===== src/rtl/req_gnt_pkg.sv =====
// Shared types and default sizing for the request/grant arbiter.
package req_gnt_pkg;

  typedef enum logic {
    IDLE  = 1'b0,
    GRANT = 1'b1
  } state_e;

  localparam int DEF_N_REQ    = 4;
  localparam int DEF_MAX_WAIT = 4;

endpackage


===== src/rtl/req_gnt_arbiter_rr_pick.sv =====
// Combinational round-robin picker: first qualifying index after last_i, wrapping.
module rr_pick #(
  parameter int N_REQ = 4,
  parameter int IW    = 2
) (
  input  logic [N_REQ-1:0] qual_i,
  input  logic [IW-1:0]    last_i,
  output logic [N_REQ-1:0] pick_o,
  output logic             pick_valid_o
);

  logic [IW-1:0] idx;

  always_comb begin
    pick_o       = '0;
    pick_valid_o = 1'b0;
    idx          = '0;
    for (int k = 1; k <= N_REQ; k++) begin
      idx = IW'((int'(last_i) + k) % N_REQ);
      if (!pick_valid_o && qual_i[idx]) begin
        pick_o[idx]  = 1'b1;
        pick_valid_o = 1'b1;
      end
    end
  end

endmodule


===== src/rtl/req_gnt_arbiter.sv =====
// Round-robin request/grant arbiter with registered one-hot grant pulse and
// sticky per-requester starvation flags.
//   state | meaning
//   IDLE  | no grant driven this cycle
//   GRANT | one-hot gnt pulse driven this cycle
module req_gnt_arbiter
  import req_gnt_pkg::*;
#(
  parameter int N_REQ    = DEF_N_REQ,
  parameter int MAX_WAIT = DEF_MAX_WAIT
) (
  input  logic             clk,
  input  logic             reset,
  input  logic [N_REQ-1:0] req,
  input  logic             gnt_en,
  output logic [N_REQ-1:0] gnt,
  output logic             gnt_valid,
  output logic [N_REQ-1:0] starve,
  output logic             starve_any
);

  localparam int IW = (N_REQ > 1) ? $clog2(N_REQ) : 1;
  localparam int CW = $clog2(MAX_WAIT + 1);

  state_e           state_q, state_d;
  logic [N_REQ-1:0] gnt_q, gnt_d;
  logic [IW-1:0]    last_q, last_d;
  logic [CW-1:0]    cnt_q [N_REQ];
  logic [CW-1:0]    cnt_d [N_REQ];
  logic [N_REQ-1:0] starve_q, starve_d;

  logic [N_REQ-1:0] qual;
  logic [N_REQ-1:0] pick;
  logic             pick_valid;
  logic             do_grant;

  // A requester being granted right now is not eligible again this cycle.
  assign qual     = req & ~gnt_q;
  assign do_grant = gnt_en && pick_valid;

  rr_pick #(
    .N_REQ (N_REQ),
    .IW    (IW)
  ) u_rr_pick (
    .qual_i       (qual),
    .last_i       (last_q),
    .pick_o       (pick),
    .pick_valid_o (pick_valid)
  );

  always_comb begin
    state_d = state_q;
    gnt_d   = '0;
    last_d  = last_q;
    case (state_q)
      IDLE:  if (do_grant)  state_d = GRANT;
      GRANT: if (!do_grant) state_d = IDLE;
    endcase
    if (do_grant) begin
      gnt_d = pick;
      for (int i = 0; i < N_REQ; i++) begin
        if (pick[i]) last_d = IW'(i);
      end
    end
  end

  always_comb begin
    starve_d = starve_q;
    for (int i = 0; i < N_REQ; i++) begin
      cnt_d[i] = '0;
      if (req[i] && !gnt_q[i]) begin
        if (cnt_q[i] == CW'(MAX_WAIT)) begin
          starve_d[i] = 1'b1;
          cnt_d[i]    = cnt_q[i];
        end else begin
          cnt_d[i] = cnt_q[i] + CW'(1);
        end
      end
    end
  end

  always_ff @(posedge clk) begin
    if (reset) begin
      state_q  <= IDLE;
      gnt_q    <= '0;
      last_q   <= IW'(N_REQ - 1);
      starve_q <= '0;
      for (int i = 0; i < N_REQ; i++) cnt_q[i] <= '0;
    end else begin
      state_q  <= state_d;
      gnt_q    <= gnt_d;
      last_q   <= last_d;
      starve_q <= starve_d;
      for (int i = 0; i < N_REQ; i++) cnt_q[i] <= cnt_d[i];
    end
  end

  assign gnt        = gnt_q;
  assign gnt_valid  = |gnt_q;
  assign starve     = starve_q;
  assign starve_any = |starve_q;

endmodule


===== config.mk =====
export PLATFORM = sky130hd
export DESIGN_NAME = req_gnt_arbiter
export DESIGN_NICKNAME = d
export VERILOG_FILES = /design/src/rtl/req_gnt_pkg.sv /design/src/rtl/req_gnt_arbiter_rr_pick.sv /design/src/rtl/req_gnt_arbiter.sv
export SDC_FILE = /design/constraint.sdc
export NUM_CORES = 1
export LEC_CHECK = 0
export CORE_MARGIN = 2
export CORE_UTILIZATION = 40
export DETAILED_ROUTE_END_ITERATION = 16
export PLACE_DENSITY = 0.65
export SLEW_MARGIN = 20
export SYNTH_ARGS = -nofsm -noshare
export SYNTH_HDL_FRONTEND = slang
export SYNTH_SLANG_ARGS = --single-unit

===== constraint.sdc =====
create_clock -name clk -period 6.1 [get_ports clk]
set_clock_uncertainty 0.15 [all_clocks]
set_input_delay 0.915 -clock clk [delete_from_list [all_inputs] [get_ports clk]]
set_output_delay 0.915 -clock clk [all_outputs]
set_load 0.01 [all_outputs]

==> results of run 1 <==
-- synth_stat cells --
cell type / count
o2111ai_1: 1
inv_2: 1
ha_1: 16
a211oi_1: 1
a31oi_1: 4
a221oi_1: 2
o41ai_2: 2
o41a_1: 1
o21ai_1: 1
mux2i_1: 5
and3_1: 1
o21ai_0: 4
a221o_1: 5
inv_1: 9
xnor2_1: 4
mux4_2: 2
dfxtp_1: 22
nand3b_1: 4
a21oi_1: 5
nor2_1: 13
or4_1: 2
nand2_1: 9
nand2b_4: 1
nor2b_1: 5
nand2b_1: 3
nand2b_2: 1
nor3_1: 19
a211oi_2: 1
clkbuf_1: 1
buf_1: 1
buf_6: 1
and2b_4: 1
-- stage by stage --
| stage | total power, mW | area [um^2] |
|---|---|---|
| after global routing | 0.612 | 1610 |
| final | 0.568 | 1610 |
| after detailed placement | 0.455 | 1550 |
| after CTS | 0.570 | 1610 |
| after floorplan | 0.383 | 1350 |
| after global placement | 0.452 | 1550 |
-- area by class of cell --
class / count / area share, %
clock buffers: 3 / 1.40
clock inverters: 1 / 1.87
inverters: 10 / 2.34
multi-input cells: 113 / 53.4
flip-flops and latches: 22 / 27.4
well taps: 46 / 3.59
repair buffers: 16 / 9.98
-- state kept, by name, summed over array words and instances (netlist names) --
signal / flops
gnt: 4
cnt_q: 12
last_q: 2
starve: 4
-- report_power, final --
part	switching, mW	leakage, nW	internal [mW]	total [mW]
clock network	0.0454	0.0279	0.0664	0.112
registers	0.0215	0.179	0.162	0.183
logic	0.146	0.441	0.128	0.273
-- worst paths after layout --
check                                              end  cells after the start  slack, ns              startpoint
worst min-delay path            starve[0]$_SDFFE_PP0P_                      2       0.37  starve[0]$_SDFFE_PP0P_
worst max-delay path            last_q[0]$_SDFFE_PP1P_                      7       2.91                  req[1]
worst min register to register  starve[0]$_SDFFE_PP0P_                      2       0.37  starve[0]$_SDFFE_PP0P_
worst max register to register  last_q[0]$_SDFFE_PP1P_                      8       3.03  last_q[0]$_SDFFE_PP1P_
-- critical path: stages --
cell and delay (ns):
clkdlybuf4s50_1 0.47, nor2b_1 0.41, mux4_2 0.40, a211oi_2 0.09, a221o_1 0.44, o41ai_2 0.36, mux2i_1 0.20
-- cells by family after synthesis --
family	after synthesis	share of synthesized area (%)
muxes	7	7.02
xor gates and xnor gates	4	2.59
AOI/OAI and AO/OA	27	15.9
and+or+nand+nor	59	23.0
buffers and inverters	13	4.16
adders and majority gates	16	14.8
DFF	22	32.5
-- layer usage --
layer	vias to the layer above	share of wire, %	GRT usage [%]
met4	0	0.64	4.17
met2	28	47	24.2
met5	-	0	0
met1	511	47	19.9
met3	2	5.4	3.44
li1	571	-	-
==> run_results.csv, run 1 <==
group,metric,value,unit
global_routing,grt_max_degree,21,
final_layout,final_nets,189,
floorplanning,initial_utilization,41.2,%
final_layout,multi_input_area,857,um^2
placed_design,numPortBuffers,16,
floorplanning,die_w,62.2,um
synth,syn_avg_cell_area,9.15,um^2
timing,setup_viol,0,
floorplanning,dieArea,0.00387,mm^2
synth,yosys.area.top_type,"dfxtp_1",
final_layout,insertedDiodeCount,0,
timing,setup_slack,2.91,ns
global_routing,grt_pass1_wl,4720,um
clock_tree,post_cts.resized_instances,0,
critical_path,cp.arrival,3.29,ns
critical_path,critPathKind,"in -> reg",
final_layout,regArea,440,um^2
detailed_routing,drt-pass1-iter-count,4,
clock_tree,htreeDepth,1,
clock_tree,cts_buffers,3,
floorplanning,core,0.00328,mm^2
placed_design,dpl.cell_count,207,
detailed_routing,drtIter0Drc,76,
clock_tree,cts_tree,"yes",
outcome,status,"complete, no violations",
floorplanning,row_count,21,
pwr,powerDensity,354,mW/mm^2
clock_tree,cts_setup_buffers,0,
timing,fin_crit_sh,52.4,%
clock_tree,hold_buffers,0,
placed_design,gp_congestion,0.815,
flow_run,drv_cap,0,
synth,ys_ff_latch,22,
timing,whs,0.373,ns
floorplanning,die_y,62.2,um
clock_tree,cts.reportedPaths.clkPinSlew,0.13,ns
floorplanning,pin_count,17,
final_layout,fin_cells,211,
detailed_routing,viasPerCell,5.27,
placed_design,pre_cts_ws,2.60,ns
synth,synth_top_area_share,32.5,%
detailed_routing,drc,0,
timing,fmax,0.313,GHz
critical_path,crit_required,6.20,ns
final_layout,post_route_cells_drive_above_1_share,7.88,%
global_routing,grt_overflow,0,
global_routing,gr-usage-all-layers,14.9,%
critical_path,start_kind,"primary input",
final_layout,final_cell_mix,"dfxtp_1 (22), nor3_1 (19), ha_1 (16), clkdlybuf4s50_1 (16), nor2_1 (13)",
detailed_routing,num_vias,1112,
clock_tree,insertion_delay,0.31,ns
timing,rsz0062_at_grt,"no",
synth,synthTopCellsByArea,"dfxtp_1 (33%), ha_1 (15%), nor3_1 (7.0%)",
synth,yosysUniqueCellTypes,32,
final_layout,final_common_cell,"dfxtp_1",
synth,yosysSeqAreaShare,32.5,%
timing,worst_pin_slew,0.726,ns
clock_tree,clkSinkCount,22,
timing,setup_tns,0,ns
hold_path,hp-class,"reg -> reg",
critical_path,crit_path_max_fanout,7,
synth,synth_fp_nets,171,
synth,syn-cell-area,0.00135,mm^2
global_routing,antenna_found_initial,0,
clock_tree,clk_path_buf_depth,2,
final_layout,area_delta_synth_final,18.6,%
detailed_routing,wl_per_cell,12.6,um
clock_tree,clockRootBuffer,"clkbuf_4",
synth,syn_inst,148,
pwr,power.leakage,0.648,nW
timing,relSlewSlack,51.4,%
placed_design,dpl.hpwl,2060,um
detailed_routing,antenna_left,0,
timing,drv_slew,0,
timing,period_needed,3.19,ns
synth,synth_warnings,0,
timing,finalHoldViolCount,0,
detailed_routing,finalWirelength,2660,um
pwr,ir_worst_vdd,0.202,mV
critical_path,endpoint_kind,"flip-flop",
final_layout,n_fill_cell,299,
global_routing,grt_pass1_vias,1033,
final_layout,utilization,48.9,%
Note: power is estimated with default switching activity, not from simulation.
==> inputs of run 2 (changes only) <==
PLACE_DENSITY = 0.67   (was 0.65)
clock period = 2.6 ns   (was 6.1 ns; I/O delays follow)
==> run 2 against run 1 <==
Effect of this change:
- core utilization is 6.0 points higher
- count of clock-buffer cells in the layout is 1 higher
- first-iteration DRC count is 41% lower
- critical endpoint unchanged
- highest routed layer unchanged
- setup slack worse by 2.9 ns
- flip-flop and latch count stayed put
- die area stayed put
- largest power group unchanged
- non-clock buffer count is 22 higher
- power grew to 2.6 times the previous value
- global-route usage is 2.3 points higher
- register-to-register slack worse by 3.0 ns
- clock power is 72% higher
- cell count is 10% higher
==> run_results.csv, run 2 (same netlist as run 1, synthesis figures left out) <==
group,metric,value,unit
outcome,status,"complete, no violations",
hold_path,hp-class,"reg -> reg",
global_routing,gr-usage-all-layers,17.2,%
clock_tree,clk_path_buf_depth,2,
timing,relSlewSlack,71.1,%
final_layout,regMostFlops,"cnt_q",
final_layout,fin_area,0.00180,mm^2
timing,finalHoldViolCount,0,
final_layout,final_nets,211,
placed_design,dpl.hpwl,2480,um
timing,worst_pin_slew,0.431,ns
pwr,p_comb_share,58.6,%
critical_path,critPathKind,"in -> reg",
pwr,power.leakage,0.753,nW
clock_tree,cts_tree,"yes",
clock_tree,clkSinkCount,22,
placed_design,gp_congestion,0.879,
final_layout,insertedDiodeCount,0,
detailed_routing,wl_per_cell,13.5,um
placed_design,placed_area,0.00172,mm^2
global_routing,grt_pass1_vias,1223,
floorplanning,row_count,21,
detailed_routing,drc,0,
final_layout,regArea,443,um^2
placed_design,numPortBuffers,16,
floorplanning,core,0.00328,mm^2
global_routing,grt_overflow,0,
pwr,p_int,913,uW
timing,whs,0.358,ns
pwr,power_frac_clock,13.1,%
final_layout,n_fill_cell,302,
clock_tree,cts_buffers,3,
final_layout,multi_input_area,903,um^2
pwr,switching_share,38.2,%
timing,setup_viol,0,
clock_tree,clockRootBuffer,"clkbuf_4",
pwr,total_power,1.48,mW
critical_path,endpoint_kind,"flip-flop",
final_layout,final_common_cell,"buf_4",
floorplanning,die_y,62.2,um
pwr,ir_worst_vdd,0.475,mV
timing,setup_slack,0.0307,ns
global_routing,grt_pass1_wl,5400,um
clock_tree,cts.reportedPaths.clkPinSlew,0.12,ns
timing,period_needed,2.57,ns
clock_tree,insertion_delay,0.31,ns
detailed_routing,drt-pass1-iter-count,5,
floorplanning,die_w,62.2,um
timing,fmax,0.389,GHz
pwr,powerDensity,820,mW/mm^2
floorplanning,dieArea,0.00387,mm^2
critical_path,cp.arrival,2.67,ns
timing,drv_slew,0,
pwr,p_switching,564,uW
final_layout,largest_reg_flops,12,
detailed_routing,num_vias,1225,
detailed_routing,viasPerCell,5.26,
detailed_routing,finalWirelength,3140,um
final_layout,area_delta_synth_final,33.2,%
clock_tree,htreeDepth,1,
floorplanning,initial_utilization,41.2,%
detailed_routing,drtIter0Drc,45,
final_layout,post_route_cells_drive_above_1_share,23.5,%
critical_path,start_kind,"primary input",
pwr,pwr-share-seq,28.3,%
timing,setup_tns,0,ns
timing,fin_crit_sh,98.8,%
detailed_routing,antenna_left,0,
global_routing,antenna_found_initial,0,
critical_path,crit_path_max_fanout,6,
floorplanning,pin_count,17,
global_routing,grt_max_degree,18,
timing,rsz0062_at_grt,"yes",
placed_design,pre_cts_ws,-0.291,ns
critical_path,crit_required,2.70,ns
final_layout,final_cell_mix,"buf_4 (22), dfxtp_1 (20), nor3_1 (18), clkdlybuf4s50_1 (16), ha_1 (15)",
flow_run,drv_cap,0,
run 2: cell types whose count changed in the layout (fill, tap and decap cells not counted), sizes merged:
cell / delta
buf: +22
bufinv: -1
clkbuf: +1
run 2: through the flow:
stage | utilization, % | cells
floorplan | - | 148
global placement | 52.5 | 228
detailed placement | 52.5 | 228
CTS | 53.6 | 232
global route | 54.9 | 233
finish | 54.9 | 233
run 2: worst max-delay path: stages:
cell             delay [ns]
clkdlybuf4s50_1        0.42
nor2b_1                0.13
buf_4                  0.14
mux4_2                 0.52
nand2_1                0.10
a21oi_1                0.07
a221o_1                0.32
o41ai_2                0.35
mux2i_1                0.21
run 2: area by class of cell:
type	instances	area share [%]
Timing Repair Buffer	38	18.0
Tap cell	46	3.19
Inverter	10	2.08
Multi-Input combinational cell	113	50.1
Clock buffer	4	2.01
Sequential cell	22	24.6
run 2: path summary, 6_finish.rpt:
path                                              from                      to  slack [ns]  cells after the start
worst max-delay path                            req[1]  last_q[0]$_SDFFE_PP1P_        0.03                      9
worst min register to register  starve[0]$_SDFFE_PP0P_  starve[0]$_SDFFE_PP0P_        0.36                      2
worst max register to register  last_q[0]$_SDFFE_PP1P_  last_q[0]$_SDFFE_PP1P_        0.04                      9
worst min-delay path            starve[0]$_SDFFE_PP0P_  starve[0]$_SDFFE_PP0P_        0.36                      2
run 2: timing repair:
| item | 4_1_cts | 5_1_grt |
|---|---|---|
| resized for setup | 0 | 7 |
| hold buffers | 0 | 0 |
| endpoints found under the setup margin | 0 | 2 |
| setup buffers | 0 | 1 |
run 2: layer usage:
layer / share of wire (%) / GRT usage [%] / vias up
li1: - / - / 616
met1: 44 / 20.3 / 574
met2: 51 / 31.5 / 28
met3: 3.4 / 2.72 / 7
met4: 1.5 / 5.83 / 0
met5: 0 / 0 / -
run 2: power groups by stage:
stage	logic, mW	clock network (mW)	registers, mW
4_1_cts	0.821	0.198	0.417
2_1_floorplan	0.474	0	0.438
6_report	0.866	0.193	0.418
5_1_grt	0.944	0.214	0.427
3_3_place_gp	0.806	0	0.422
3_5_place_dp	0.816	0	0.425
==> inputs of run 3 (changes only) <==
CORE_MARGIN = default   (was 2)
SYNTH_HIERARCHICAL = 1   (was default)
==> run 3 against run 2 <==
Effect of this change:
- critical path depth unchanged
- sequential share of layout area up 1.5 points
- non-clock buffer count down 12
- core utilization down 0.94 points
- die area down 6.2%
- wire length down 11%
- flip-flop and latch count unchanged
- sequential power down 5.5%
- synthesized cell count up 8.1%
- count of clock-buffer cells in the layout down 1
- setup slack better by 0.17 ns
- combinational power down 33%
- critical path type is now reg -> reg
- highest routed layer unchanged
==> run_results.csv, run 3 <==
group,metric,value,unit
outcome,status,"complete, no violations",
global_routing,grt_pass1_vias,1138,
floorplanning,initial_utilization,43.4,%
detailed_routing,viasPerCell,5.22,
timing,setup_tns,0,ns
detailed_routing,num_vias,1216,
pwr,power.leakage,0.723,nW
global_routing,antenna_found_initial,0,
floorplanning,core,0.00313,mm^2
detailed_routing,drtIter0Drc,73,
placed_design,gp_congestion,0.961,
placed_design,dpl.hpwl,2270,um
synth,ys_ff_latch,22,
synth,synthTopCellsByCount,"dfxtp_1 (22), nand2_1 (22), nor2_1 (21), ha_1 (16), inv_1 (15)",
pwr,ir_worst_vdd,0.306,mV
synth,yosysUniqueCellTypes,29,
global_routing,use_met2,30.1,%
synth,syn_avg_cell_area,8.48,um^2
floorplanning,die_w,60.2,um
global_routing,grt_pass1_wl,4660,um
timing,worst_pin_slew,0.364,ns
final_layout,insertedDiodeCount,0,
final_layout,largest_reg_flops,12,
critical_path,r2r_cells,9,
critical_path,path_depth,9,
final_layout,n_fill_cell,298,
timing,setup_slack,0.198,ns
critical_path,crit_chain,"inv_1 > ha_1 > mux2i_1 > mux2_2 > mux2i_1 > a221o_1 > nor2_1 > o21ai_0 > o211ai_1",
global_routing,grt_max_degree,14,
flow_run,drv_cap,0,
clock_tree,clkSinkCount,22,
pwr,total_power,1.23,mW
placed_design,dpl.cell_count,229,
floorplanning,dieArea,0.00363,mm^2
synth,syn_inst,160,
critical_path,start_kind,"flip-flop",
synth,synth_top_area_share,32.5,%
critical_path,cp_top_family,"multiplexers",
timing,period_needed,2.40,ns
global_routing,top_usage_layer,"met2",
timing,whs,0.348,ns
final_layout,post_route_cells_drive_above_1_share,11.6,%
timing,drv_slew,0,
floorplanning,pin_count,17,
clock_tree,clk_path_buf_depth,2,
detailed_routing,drt-pass1-iter-count,4,
critical_path,crit_required,2.66,ns
clock_tree,cts_tree,"yes",
clock_tree,cts_setup_buffers,0,
timing,fmax,0.416,GHz
critical_path,endpoint_kind,"flip-flop",
synth,yosys.area.top_type,"dfxtp_1",
pwr,powerDensity,730,mW/mm^2
critical_path,max_stage_delay,0.42,ns
critical_path,path_buf_inv,1,
critical_path,crit_path_max_fanout,5,
detailed_routing,finalWirelength,2810,um
critical_path,critPathKind,"reg -> reg",
critical_path,cp.arrival,2.46,ns
clock_tree,clockRootBuffer,"clkbuf_4",
timing,finalHoldViolCount,0,
timing,setup_viol,0,
clock_tree,cts_buffers,3,
final_layout,final_nets,213,
placed_design,numPortBuffers,16,
floorplanning,die_y,60.2,um
detailed_routing,wl_per_cell,12.1,um
clock_tree,htreeDepth,1,
global_routing,gr-usage-all-layers,17.1,%
synth,syn-cell-area,0.00136,mm^2
final_layout,area_delta_synth_final,24.4,%
final_layout,regMostFlops,"cnt_q",
placed_design,pre_cts_ws,-0.0671,ns
final_layout,final_cell_mix,"nand2_1 (22), dfxtp_1 (22), nor2_1 (21), ha_1 (16), clkdlybuf4s50_1 (16)",
global_routing,gr-usage-met1,19.6,%
clock_tree,cts.reportedPaths.clkPinSlew,0.13,ns
synth,yosysSeqAreaShare,32.5,%
timing,fin_crit_sh,92.4,%
synth,synth_fp_nets,183,
timing,relSlewSlack,75.5,%
synth,ys.flop_type,"dfxtp_1",
timing,rsz0062_at_grt,"no",
detailed_routing,drc,0,
synth,synthTopCellsByArea,"dfxtp_1 (32%), ha_1 (15%), nand2_1 (6.1%)",
synth,ys_async_sr_fraction,0,%
global_routing,grt_overflow,0,
synth,synth_enable_flop_cells,0,
detailed_routing,antenna_left,0,
global_routing,use_met3,4.98,%
clock_tree,insertion_delay,0.31,ns
floorplanning,row_count,20,
critical_path,worst_path_most_repeated_cell,"mux2i_1",
final_layout,fin_cells,233,
synth,synth_warnings,6,
hold_path,hp-class,"reg -> reg",
hold_path,holdPathStages,2,
critical_path,cp_slowest_cell,"ha_1",
## run 3: cell count changes in the layout (fill, tap and decap cells not counted), sizes merged, moves of 3 or more
cell / previous run / this run
nand2: 9 / 22
nor3: 19 / 6
buf: 22 / 10
nor2: 13 / 21
inv: 10 / 16
nand3: 0 / 5
nor2b: 5 / 0
and2: 0 / 3
and2b: 1 / 4
mux2i: 5 / 8
nand2b: 5 / 2
nand3b: 4 / 1
## run 3: worst register-to-register path, delay by kind of cell, from the launching register on
kind / cells / cell delay, ns
AO/OA/AOI/OAI: 3 / 0.45
adder cells (fa/ha/maj): 1 / 0.42
buffers and inverters: 1 / 0.09
flip-flops: 1 / 0.35
multiplexers: 3 / 0.78
AND/OR/NAND/NOR: 1 / 0.05
## run 3: layer usage
| metal | vias up | wire (um) |
|---|---|---|
| met2 | 43 | 1350 |
| met5 | - | 0 |
| met4 | 0 | 46 |
| li1 | 611 | - |
| met3 | 8 | 172 |
| met1 | 554 | 1240 |
## run 3: layout make-up
type	instances	area (um^2)	share of cell area [%]
Inverter	16	60.1	3.56
Timing Repair Buffer	26	235	13.9
Clock inverter	1	30.0	1.78
Tap cell	44	55.1	3.26
Sequential cell	22	440	26.1
Multi-Input combinational cell	121	845	50.0
Clock buffer	3	22.5	1.33
## run 3: path summary, 6_finish.rpt
| path | end | slack, ns | startpoint |
|---|---|---|---|
| worst max-delay path | last_q[1]$_SDFFE_PP1P_ | 0.20 | last_q[1]$_SDFFE_PP1P_ |
| worst min-delay path | cnt_q[1][1]$_SDFFE_PP0P_ | 0.35 | cnt_q[1][1]$_SDFFE_PP0P_ |
| worst max register to register | last_q[1]$_SDFFE_PP1P_ | 0.20 | last_q[1]$_SDFFE_PP1P_ |
| worst min register to register | cnt_q[1][1]$_SDFFE_PP0P_ | 0.35 | cnt_q[1][1]$_SDFFE_PP0P_ |
## run 3: report_power, final
group	internal, mW	total [mW]	leakage, nW	switching [mW]
Sequential	0.371	0.395	0.179	0.0240
Combinational	0.280	0.578	0.516	0.298
Clock	0.156	0.259	0.0279	0.103
## run 3: timing repair
action | CTS | global route
hold buffers | 0 | 0
gates resized for setup | 0 | 1
setup endpoints to repair | 0 | 3
## run 3: cells by family (layout without fill, tap and decap cells)
family / Yosys count / in the layout / synth area share (%)
simple gates: 70 / 70 / 25.1
flops: 22 / 22 / 32.5
compound gates: 20 / 20 / 10.3
buf+inv: 17 / 46 / 5.26
fa+ha+maj: 16 / 16 / 14.8
mux: 11 / 11 / 9.50
xor+xnor: 4 / 4 / 2.58
## run 3: stage by stage
step / area, um^2 / utilization (%)
2_1_floorplan: 1360 / -
3_3_place_gp: 1640 / 52.3
3_5_place_dp: 1640 / 52.3
4_1_cts: 1690 / 54.0
5_1_grt: 1690 / 54.0
6_report: 1690 / 54.0
